`src/rtl/mb_ascii_rx_framer.sv`:
```
// Modbus ASCII receive framer: hex-pair decode into a byte buffer, LRC/length/address qualification, frame hold until ack.
// Optional inter-character timeout is built only when MB_ASCII_RX_TIMEOUT_EN is defined.
module mb_ascii_rx_framer #(
  parameter int DEPTH            = 256,
  parameter int ACCEPT_BROADCAST = 1,
  parameter int TIMEOUT_CYCLES   = 50000000,
  localparam int AW              = $clog2(DEPTH + 1)
) (
  input  logic          clk,
  input  logic          rst,
  input  logic          rx_valid,
  input  logic [7:0]    rx_byte,
  input  logic [7:0]    slave_addr,
  input  logic [7:0]    lf_char,
  output logic          frame_valid,
  output logic [AW-1:0] frame_len,
  output logic [7:0]    frame_addr,
  input  logic [AW-1:0] rd_addr,
  output logic [7:0]    rd_data,
  input  logic          frame_ack,
  output logic          busy,
  output logic          err_char,
  output logic          err_overflow,
  output logic          err_lrc,
  output logic          err_short,
  output logic          err_timeout,
  output logic          addr_miss,
  output logic          rx_drop
);

  localparam int IW = (DEPTH > 1) ? $clog2(DEPTH) : 1;

  typedef enum logic [1:0] {S_IDLE, S_RCV, S_WAIT_EOF, S_DONE} state_t;

  state_t          state_q;
  logic [AW-1:0]   pos_q;
  logic [7:0]      lrc_q;
  logic            nib_lo_q;
  logic [3:0]      hi_q;
  logic [7:0]      frame_addr_q;
  logic [AW-1:0]   frame_len_q;
  logic [7:0]      rd_data_q;
  logic            err_char_q, err_overflow_q, err_lrc_q, err_short_q;
  logic            err_timeout_q, addr_miss_q, rx_drop_q;
  logic [7:0]      mem [DEPTH];

  logic            is_hex;
  logic [3:0]      nib;
  logic [7:0]      byte_d;
  logic [7:0]      lrc_d;
  logic            pos_full;
  logic            start;
  logic            addr_ok;
  logic            wr_en;
  logic            timeout_hit;

  always_comb begin
    is_hex = 1'b0;
    nib    = 4'h0;
    if (rx_byte >= 8'h30 && rx_byte <= 8'h39) begin
      is_hex = 1'b1;
      nib    = rx_byte[3:0];
    end else if ((rx_byte >= 8'h41 && rx_byte <= 8'h46) ||
                 (rx_byte >= 8'h61 && rx_byte <= 8'h66)) begin
      is_hex = 1'b1;
      nib    = rx_byte[3:0] + 4'd9;
    end
    byte_d   = {hi_q, nib};
    lrc_d    = lrc_q + byte_d;
    pos_full = (pos_q == AW'(DEPTH));
    // A coincident ack frees the buffer, so ':' is honoured in DONE only then.
    start    = rx_valid && (rx_byte == 8'h3A) && (state_q != S_DONE || frame_ack);
    addr_ok  = (frame_addr_q == slave_addr) ||
               ((ACCEPT_BROADCAST != 0) && (frame_addr_q == 8'h00));
    wr_en    = rx_valid && (state_q == S_RCV) && is_hex && nib_lo_q && !pos_full;
  end

`ifdef MB_ASCII_RX_TIMEOUT_EN
  logic [31:0] tcnt_q;

  always_ff @(posedge clk) begin
    if (rst || rx_valid || !(state_q == S_RCV || state_q == S_WAIT_EOF)) tcnt_q <= '0;
    else                                                                  tcnt_q <= tcnt_q + 32'd1;
  end

  always_comb begin
    timeout_hit = (state_q == S_RCV || state_q == S_WAIT_EOF) && !rx_valid &&
                  (tcnt_q == 32'(TIMEOUT_CYCLES - 1));
  end
`else
  always_comb begin
    timeout_hit = 1'b0;
  end
`endif

  always_ff @(posedge clk) begin
    if (wr_en) mem[pos_q[IW-1:0]] <= byte_d;
  end

  always_ff @(posedge clk) begin
    if (rst) begin
      state_q        <= S_IDLE;
      pos_q          <= '0;
      lrc_q          <= '0;
      nib_lo_q       <= 1'b0;
      hi_q           <= '0;
      frame_addr_q   <= '0;
      frame_len_q    <= '0;
      rd_data_q      <= '0;
      err_char_q     <= 1'b0;
      err_overflow_q <= 1'b0;
      err_lrc_q      <= 1'b0;
      err_short_q    <= 1'b0;
      err_timeout_q  <= 1'b0;
      addr_miss_q    <= 1'b0;
      rx_drop_q      <= 1'b0;
    end else begin
      err_char_q     <= 1'b0;
      err_overflow_q <= 1'b0;
      err_lrc_q      <= 1'b0;
      err_short_q    <= 1'b0;
      err_timeout_q  <= 1'b0;
      addr_miss_q    <= 1'b0;
      rx_drop_q      <= 1'b0;
      if (rd_addr < AW'(DEPTH)) rd_data_q <= mem[rd_addr[IW-1:0]];

      if (start) begin
        state_q  <= S_RCV;
        pos_q    <= '0;
        lrc_q    <= '0;
        nib_lo_q <= 1'b0;
      end else if (state_q == S_DONE) begin
        if (frame_ack)     state_q   <= S_IDLE;
        else if (rx_valid) rx_drop_q <= 1'b1;
      end else if (rx_valid) begin
        case (state_q)
          S_RCV: begin
            if (is_hex) begin
              if (!nib_lo_q) begin
                hi_q     <= nib;
                nib_lo_q <= 1'b1;
              end else if (pos_full) begin
                err_overflow_q <= 1'b1;
                state_q        <= S_IDLE;
              end else begin
                pos_q    <= pos_q + AW'(1);
                lrc_q    <= lrc_d;
                nib_lo_q <= 1'b0;
                if (pos_q == '0) frame_addr_q <= byte_d;
              end
            end else if (rx_byte == 8'h0D && !nib_lo_q) begin
              state_q <= S_WAIT_EOF;
            end else begin
              err_char_q <= 1'b1;
              state_q    <= S_IDLE;
            end
          end
          S_WAIT_EOF: begin
            if (rx_byte == lf_char) begin
              if (pos_q < AW'(3)) begin
                err_short_q <= 1'b1;
                state_q     <= S_IDLE;
              end else if (lrc_q != 8'h00) begin
                err_lrc_q <= 1'b1;
                state_q   <= S_IDLE;
              end else if (!addr_ok) begin
                addr_miss_q <= 1'b1;
                state_q     <= S_IDLE;
              end else begin
                frame_len_q <= pos_q - AW'(1);
                state_q     <= S_DONE;
              end
            end else begin
              err_char_q <= 1'b1;
              state_q    <= S_IDLE;
            end
          end
          default: ;
        endcase
      end else if (timeout_hit) begin
        err_timeout_q <= 1'b1;
        state_q       <= S_IDLE;
      end
    end
  end

  assign frame_valid  = (state_q == S_DONE);
  assign busy         = (state_q == S_RCV) || (state_q == S_WAIT_EOF);
  assign frame_len    = frame_len_q;
  assign frame_addr   = frame_addr_q;
  assign rd_data      = rd_data_q;
  assign err_char     = err_char_q;
  assign err_overflow = err_overflow_q;
  assign err_lrc      = err_lrc_q;
  assign err_short    = err_short_q;
  assign err_timeout  = err_timeout_q;
  assign addr_miss    = addr_miss_q;
  assign rx_drop      = rx_drop_q;

endmodule

```
`config.mk`:
```
export PLATFORM = sky130hd
export DESIGN_NAME = mb_ascii_rx_framer
export DESIGN_NICKNAME = d
export VERILOG_FILES = /design/src/rtl/mb_ascii_rx_framer.sv
export SDC_FILE = /design/constraint.sdc
export NUM_CORES = 2
export LEC_CHECK = 0
export BUFFER_PORTS_ARGS = -buffer_cell sky130_fd_sc_hd__buf_2
export CORE_AREA = 3 3 472 708
export CTS_CLUSTER_DIAMETER = 50
export DETAILED_ROUTE_END_ITERATION = 8
export DIE_AREA = 0 0 475 711
export PLACE_DENSITY_LB_ADDON = 0.1
export RECOVER_POWER = 100
export SETUP_SLACK_MARGIN = 0.4
export SYNTH_ARGS = -nofsm -noshare
export SYNTH_HDL_FRONTEND = slang
export SYNTH_SLANG_ARGS = --single-unit
```
`constraint.sdc`:
```
create_clock -name clk -period 29.6 [get_ports clk]
set_input_delay 5.92 -clock clk [delete_from_list [all_inputs] [get_ports clk]]
set_output_delay 5.92 -clock clk [all_outputs]
set_load 0.05 [all_outputs]
```
==> results.ini <==
[detailed_routing]
routed-via-count=39600
ant_nets=0
drt_iter0_drc=2904
route.detailed.drc=0
viasPerCell=4.60
wire_per_inst_um=30.6
finalWirelength_um=264000
dr.pass1.iters=5

[place]
gp_congestion=0.745
port_buffers=69
dp_hpwl_um=166000

[die]
die_w_um=475
die_h_um=711
core_area_mm2=0.329
start_util=0.250
io_pins=71
fp-row-count=258
die_area_mm2=0.338

[timing]
finalSetupTns_ns=0
rsz0062_at_grt=no
slew_violations=2282
slew_headroom=-5.03
hold_viol=0
min_period_ns=18.11
setup_viol=0
fmax_ghz=0.0552
skew_ns=0.0770
period_share=0.612
tightest_slew_ns=9.05

[critical_path]
path_max_fanout=156
criticalPathCategory=in -> reg
worst_ep_required_time_ns=29.16
startpoint_type=primary input
end_kind=flip-flop
crit_arrival_ns=17.67

[grt]
grt_pass1_vias=42300
grt_max_degree=177
grt_use_met3=0.0183
grt_pass1_wl_um=365000
antenna_found_initial=19
track_usage=0.155
met1_usage=0.193
grt.overflow.total=0
use_met2=0.283
top_usage_layer=met2

[hold_path]
hp-class=reg -> reg

[clocking]
clk_path_buf_depth=4
insertion_delay_ns=0.91
clkTransAtPathRegs_ns=0.06
clockRootBuffer=clkbuf_16
htree_levels=4
hold_buffers=0
post_cts_resized=0
cts_setup_buffers=0
numClockSinks=2103
cts_tree=yes
cts_buffers=231

[yosys]
synthCells=3958
synthFlopType=edfxtp_1
syn_nets=4016
synth_seq_area_share=0.763
ys_async_sr_fraction=0
syn_avg_cell_area_um2=20.7
ys_warn_count=0
synth_seq_cells=2103
synth_edf_count=2048
synth_cell_types=81
syn_area_mm2=0.0821

[final_layout]
layout.nets=4206
fin_util=0.287
register_area_mm2=0.0626
drive_above_1_share=0.221
multi_input_comb_area_mm2=0.0182
syn_to_final_growth_pct=15.1
fillers=32200

[status]
outcome=complete, but fails checks
violations=max-capacitance violations, max-slew violations

[power]
peakVddDrop_uv=50.9
p_leak_nw=24.8
power.density_mw_per_mm2=65.7

[job]
maxCapViolations=34

[metrics by stage]
step                      setup WS [ns]  hold WS, ns  instances  power, mW  instance area (um^2)
after global placement            17.18        0.461       8205       3.49                 87700
after floorplan                    9.97        0.444       3958       3.41                 82100
after CTS                         18.05        0.483       8615       6.30                 94800
after global routing               9.96        0.493       8617       6.41                 94400
final                             11.49        0.474       8619       6.21                 94400
after detailed placement          17.11        0.473       8205       3.49                 87700
[worst max-delay path, cell delays in order]
cell	delay, ns
clkbuf_1	0.18
inv_1	0.13
ha_1	0.21
o21bai_1	0.08
a21boi_0	0.69
nor2_1	0.24
nor2_4	0.14
clkbuf_1	1.86
clkbuf_1	2.63
clkbuf_1	5.34
[path summary, 6_finish.rpt]
| kind | from | slack [ns] | to | cells past startpoint |
|---|---|---|---|---|
| max | rx_byte[1] | 11.49 | mem[248][3]$_DFFE_PP_ | 10 |
| min | lrc_q[4]$_SDFFE_PP0P_ | 0.47 | lrc_q[4]$_SDFFE_PP0P_ | 2 |
| max reg2reg | hi_q[1]$_SDFFE_PP0P_ | 21.18 | mem[184][5]$_DFFE_PP_ | 1 |
| min reg2reg | lrc_q[4]$_SDFFE_PP0P_ | 0.47 | lrc_q[4]$_SDFFE_PP0P_ | 2 |
[cells in the final DEF, fill, tap and decap left out, types with 59 or more instances in the layout]
cell	instances
clkbuf_1	131
nand3_1	59
nor2_1	313
edfxtp_1	2048
mux4_2	497
mux2i_1	137
buf_4	69
clkbuf_16	234
nand2_1	89
a22oi_1	82
[synthesized netlist by cell type, types with 21 or more instances]
master / number / area, um^2
a21oi_1: 25 / 125
a22oi_1: 82 / 616
buf_2: 48 / 240
buf_4: 39 / 293
clkbuf_1: 106 / 398
dfxtp_1: 55 / 1100
edfxtp_1: 2048 / 61500
mux2i_1: 137 / 1370
mux4_2: 497 / 11200
nand2_1: 101 / 379
nand3_1: 63 / 315
nor2_1: 316 / 1190
nor4_1: 30 / 188
o21ai_0: 37 / 185
o22ai_1: 58 / 363
xnor2_1: 21 / 184
[where the power goes]
group | switching [mW] | leakage (nW) | total, mW | internal (mW)
combinational | 0.127 | 5.39 | 0.180 | 0.0530
clock | 1.21 | 3.49 | 2.79 | 1.58
sequential | 0.00263 | 15.9 | 3.24 | 3.23
[cell families (layout without fill, tap and decap cells)]
family | count (synthesis) | in the layout | share of synthesized area
adder cells (fa/ha/maj) | 21 | 21 | 0.00329
AND/OR/NAND/NOR | 615 | 615 | 0.0344
AO/OA/AOI/OAI | 299 | 299 | 0.0258
multiplexers | 640 | 640 | 0.154
flip-flops | 2103 | 2103 | 0.763
other | 1 | 5 | 0.0000457
XOR/XNOR | 34 | 34 | 0.00363
buffers and inverters | 245 | 612 | 0.0163
[per-layer routing]
metal	vias to the layer above	share of wire
met4	2	0.024
met1	21700	0.41
li1	16800	-
met3	318	0.034
met5	-	0.000026
met2	804	0.54
[sequential cells by signal, indices dropped and copies added, names as in the netlist]
name	cells
rd_data	8
err_char	1
lrc_q	8
frame_len	9
err_lrc	1
addr_miss	1
state_q	2
rx_drop	1
err_overflow	1
pos_q	9
frame_addr	8
nib_lo_q	1
hi_q	4
mem	2048
err_short	1
[layout make-up]
cell class                      count  area share
Sequential cell                  2103       0.663
Multi-Input combinational cell   1610       0.193
Clock buffer                      282      0.0639
Tap cell                         4290      0.0568
Clock inverter                    128      0.0115
Timing Repair Buffer              189      0.0115
Inverter                           13    0.000517
Antenna cell                        4    0.000106
No activity file was read; power rests on OpenSTA's default activity.
